===== config.mk =====
export PLATFORM = sky130hd
export DESIGN_NAME = out_channel_reader
export DESIGN_NICKNAME = d
export VERILOG_FILES = /design/src/rtl/out_channel_reader.sv
export SDC_FILE = /design/constraint.sdc
export NUM_CORES = 2
export LEC_CHECK = 0
export CAP_MARGIN = 40
export CORE_MARGIN = 2
export CORE_UTILIZATION = 32
export CTS_BUF_LIST = sky130_fd_sc_hd__clkbuf_4
export DETAILED_ROUTE_END_ITERATION = 16
export PLACE_DENSITY = 0.46
export REMOVE_ABC_BUFFERS = 1
export SLEW_MARGIN = 15
export SYNTH_ARGS = -nofsm -noshare
export SYNTH_HDL_FRONTEND = slang
export SYNTH_SLANG_ARGS = --single-unit

===== constraint.sdc =====
create_clock -name clock -period 3 [get_ports clock]
set_clock_uncertainty 0.1 [all_clocks]
set_input_delay 0.6 -clock clock [delete_from_list [all_inputs] [get_ports clock]]
set_output_delay 0.6 -clock clock [all_outputs]
set_load 0.05 [all_outputs]

===== src/rtl/out_channel_reader.sv =====
// Out-channel reader: NOut-deep circular FIFO from the program's out port to a host valid/ready port.
// A write shows on readData straight after its edge; outFull stalls the program and a write while full is dropped.
module out_channel_reader #(
  parameter  int MemoryElementWidth = 12,
  parameter  int NOut               = 200,
  parameter  int CountWidth         = 16,
  localparam int CntW               = $clog2(NOut + 1),
  localparam int PtrW               = (NOut > 1) ? $clog2(NOut) : 1
) (
  input  logic                          clock,
  input  logic                          reset,
  input  logic                          outValid,
  input  logic [MemoryElementWidth-1:0] outData,
  output logic                          outFull,
  input  logic                          finished,
  output logic                          readValid,
  output logic [MemoryElementWidth-1:0] readData,
  input  logic                          readReady,
  output logic [CntW-1:0]               count,
  output logic [CountWidth-1:0]         delivered,
  output logic                          overflow,
  output logic                          drained
);

  logic [MemoryElementWidth-1:0] r_mem [NOut];
  logic [PtrW-1:0]               r_wp;
  logic [PtrW-1:0]               r_rp;
  logic [CntW-1:0]               r_count;
  logic [CountWidth-1:0]         r_delivered;
  logic                          r_overflow;
  logic                          r_finish_seen;

  logic                          w_full;
  logic                          w_empty;
  logic                          w_wr;
  logic                          w_rd;
  logic                          w_drop;
  logic [PtrW-1:0]               w_wp_nxt;
  logic [PtrW-1:0]               w_rp_nxt;

  assign w_full  = (r_count == CntW'(NOut));
  assign w_empty = (r_count == '0);
  // Qualification uses the registered count only, so a same-cycle read never rescues a write while full.
  assign w_wr    = outValid && !w_full;
  assign w_drop  = outValid && w_full;
  assign w_rd    = readReady && !w_empty;

  assign w_wp_nxt = (r_wp == PtrW'(NOut - 1)) ? '0 : r_wp + PtrW'(1);
  assign w_rp_nxt = (r_rp == PtrW'(NOut - 1)) ? '0 : r_rp + PtrW'(1);

  always_ff @(posedge clock) begin
    if (w_wr) begin
      r_mem[r_wp] <= outData;
    end
  end

  always_ff @(posedge clock or negedge reset) begin
    if (!reset) begin
      r_wp          <= '0;
      r_rp          <= '0;
      r_count       <= '0;
      r_delivered   <= '0;
      r_overflow    <= 1'b0;
      r_finish_seen <= 1'b0;
    end else begin
      if (w_wr) begin
        r_wp <= w_wp_nxt;
      end
      if (w_rd) begin
        r_rp        <= w_rp_nxt;
        r_delivered <= r_delivered + CountWidth'(1);
      end
      case ({w_wr, w_rd})
        2'b10:   r_count <= r_count + CntW'(1);
        2'b01:   r_count <= r_count - CntW'(1);
        default: r_count <= r_count;
      endcase
      if (w_drop) begin
        r_overflow <= 1'b1;
      end
      if (finished) begin
        r_finish_seen <= 1'b1;
      end
    end
  end

  assign readValid = !w_empty;
  assign readData  = r_mem[r_rp];
  assign outFull   = w_full;
  assign count     = r_count;
  assign delivered = r_delivered;
  assign overflow  = r_overflow;
  assign drained   = r_finish_seen && w_empty;

endmodule


==> results_dict.tcl <==
set metrics [dict create \
    synth-edff-count 2400 \
    setup_viol 17 \
    core-area_um2 295000 \
    yosysTopAreaCellShare 0.759 \
    htreeDepth 6 \
    hold_viol 0 \
    cts-root-buf "clkbuf_4" \
    min_period_ns 5.44 \
    grt_pass1_wl_um 425000 \
    synthFlopType "edfxtp_1" \
    met2WireLength_um 144000 \
    report.final.slew_viol_count 0 \
    grt_max_degree 89 \
    rows 199 \
    syn_inst 4528 \
    synth_area_um2 94900 \
    hp-class "in -> reg" \
    cts_tree "built" \
    finalPower_w 0.113 \
    leakagePower_nw 40.3 \
    track_usage 0.201 \
    top_layer "met5" \
    postRouteAntennaNets 0 \
    nNetsFinal 6025 \
    period_share 1.81 \
    violations "setup timing" \
    io_buffers 56 \
    rr_worst_depth 15 \
    utilization 0.408 \
    synth-seq-cells 2442 \
    cp.arrival_ns 4.74 \
    num_vias 52900 \
    power.density_nw_per_um2 939 \
    viasPerCell 5.10 \
    drive_gt1_frac 0.434 \
    synth_largest_area_cell "edfxtp_1" \
    yosysWarnings 0 \
    overflow 0 \
    synth_most_common_cell "edfxtp_1" \
    slew_headroom 0.400 \
    seq_area_frac_synth 0.770 \
    crit_required_ns 2.30 \
    holdPathStages 2 \
    die_y_um 549 \
    switchingPower_w 0.0393 \
    synth_async_sr_flop_share 0.0172 \
    synthTopCellsByArea "edfxtp_1 (76%), mux4_2 (12%), mux2i_1 (2.5%)" \
    critPathCaptureType "primary output" \
    crit_type "reg -> out" \
    routabilityCongestion 0.848 \
    yosysUniqueCellTypes 68 \
    maxCapViolations 0 \
    yosys-top-cells-count "edfxtp_1 (2400), mux4_2 (518), nor2_1 (266)" \
    ios 57 \
    first_global_vias 54400 \
    crit_path_start_kind "flip-flop" \
    dieArea_um2 301000 \
    postSynthAreaPerCell_um2 21.0 \
    route.detailed.drc 0 \
    critPathMaxFanout 5 \
    detailed_place_hpwl_um 198000 \
    p_sw_frac 0.348 \
    met1Wirelength_um 134000 \
    final.fill_count 26500 \
    intPower_w 0.0735 \
    max_freq_ghz 0.184 \
    cts_sinks 2442 \
    wl_per_cell_um 29.5 \
    worstMarginPinSlew_ns 0.897 \
    initial_core_util 0.322 \
    dr_wl_met3_um 19800 \
    cts_buffer_depth 4 \
    rsz0062_at_grt "true" \
    p_clk_frac 0.257 \
    die_x_um 549 \
    cts_buffers 654 \
    seq_power_share 0.340 \
    antenna_found_initial 21 \
    wl_um 306000 \
    insertion_delay_ns 1.34 \
    drt-pass1-iter-count 5 \
    status "finished, violations left" \
    path_clk_slew_ns 0.07 \
    worst_slack_ns -2.44 \
    area.growth.synth_to_final_pct 26.6 \
    power_frac_comb 0.403 \
    drt_iter0_drc 5594 \
    vdd_ir_drop_max_mv 0.620 \
]
-- registers in the layout, summed over array words and instances, names as in the netlist --
signal         count
overflow           1
count              8
r_mem           2400
r_finish_seen      1
r_wp               8
r_rp               8
delivered         16
-- per-stage QoR --
step                      instance area [µm²]  setup slack [ns]  setup TNS (ns)  std cells  hold slack [ns]
after global routing                   120000             -2.65          -32.12      10400           0.0109
after floorplan                         93400            -26.11        -1774.03       4258            0.204
after detailed placement               109000             -1.71          -28.08       9142            0.355
final                                  120000             -2.44          -28.67      10400            0.163
after global placement                 109000             -2.01          -29.48       9134            0.347
after CTS                              120000             -2.60          -31.39      10300           0.0146
-- routing by layer --
layer	vias up	GRT usage
met5	-	0
met3	458	0.0397
met4	8	0.0599
met2	1951	0.316
li1	22300	-
met1	28200	0.282
-- worst max-delay path, cell delays in order (launching register included) --
cell     delay (ns)
dfrtp_4        0.50
buf_6          0.15
buf_16         0.14
buf_12         0.15
buf_12         0.15
buf_6          0.12
mux4_2         0.42
mux4_2         0.54
a22o_4         0.29
a211o_4        0.31
a32o_2         0.39
buf_12         0.19
-- power groups by stage --
stage               clock [W]  combinational [W]  sequential [W]
floorplan                   0             0.0103          0.0401
global placement            0             0.0409          0.0391
detailed placement          0             0.0409          0.0391
global route           0.0317             0.0471          0.0383
finish                 0.0290             0.0455          0.0383
CTS                    0.0299             0.0448          0.0383
-- area by class of cell --
class / instances / area (µm²) / share of cell area
clock inverter: 165 / 1010 / 0.00841
antenna: 13 / 32.5 / 0.000271
clock buffer: 945 / 7090 / 0.0590
sequential: 2442 / 73100 / 0.608
inverter: 15 / 66.3 / 0.000552
multi-input combinational: 1801 / 21600 / 0.179
tap: 3919 / 4900 / 0.0408
timing repair buffer: 1080 / 12400 / 0.103
-- path summary, 6_finish.rpt --
kind / start / endpoint / slack (ns)
worst max-delay path: r_rp[0] / readData[6] / -2.44
worst min-delay path: outData[7] / r_mem[50][7] / 0.16
worst max register to register: count[5] / count[7] / -0.02
worst min register to register: r_finish_seen / r_finish_seen / 0.37
max in group asynchronous: reset / delivered[1] / 2.31
min in group asynchronous: reset / r_rp[1] / 0.26
-- timing repair --
action / in CTS / in global routing
hold buffers: 19 / 0
pin swaps: 54 / 45
endpoints found under the setup margin: 42 / 18
gates cloned: 10 / 1
endpoints found under the hold margin: 2448 / 0
gates resized for setup: 374 / 102
setup buffers: 70 / 38
-- placed cells by master (no fill, tap or decap), types with 12 or more instances in the layout --
| cell | instances |
|---|---|
| edfxtp_1 | 2400 |
| clkbuf_4 | 945 |
| buf_4 | 664 |
| mux4_2 | 518 |
| buf_12 | 274 |
| nor2_1 | 255 |
| mux2i_1 | 220 |
| clkinv_1 | 109 |
| nand2_1 | 105 |
| a21oi_1 | 67 |
| a22oi_1 | 61 |
| buf_6 | 54 |
| dfrtp_1 | 37 |
| o21ai_0 | 35 |
| nand3_1 | 33 |
| a221oi_1 | 26 |
| o221ai_1 | 25 |
| o22ai_1 | 22 |
| buf_16 | 21 |
| nor2b_1 | 20 |
| xnor2_1 | 20 |
| nand4_1 | 19 |
| dlygate4sd3_1 | 18 |
| buf_8 | 17 |
| nor3_1 | 16 |
| mux2_2 | 16 |
| a211oi_1 | 15 |
| clkdlybuf4s15_2 | 15 |
| diode_2 | 13 |
| a221oi_2 | 13 |
| a21oi_2 | 13 |
| o21ai_1 | 12 |
| a22oi_2 | 12 |
| buf_2 | 12 |
-- cell families after synthesis --
logic type,share of synthesized area
AND/OR/NAND/NOR,0.0254
flip-flops,0.770
adder cells (fa/ha/maj),0.00192
AO/OA/AOI/OAI,0.0321
buffers and inverters,0.0171
multiplexers,0.150
XOR/XNOR,0.00295
No activity file was read; power rests on OpenSTA's default activity.
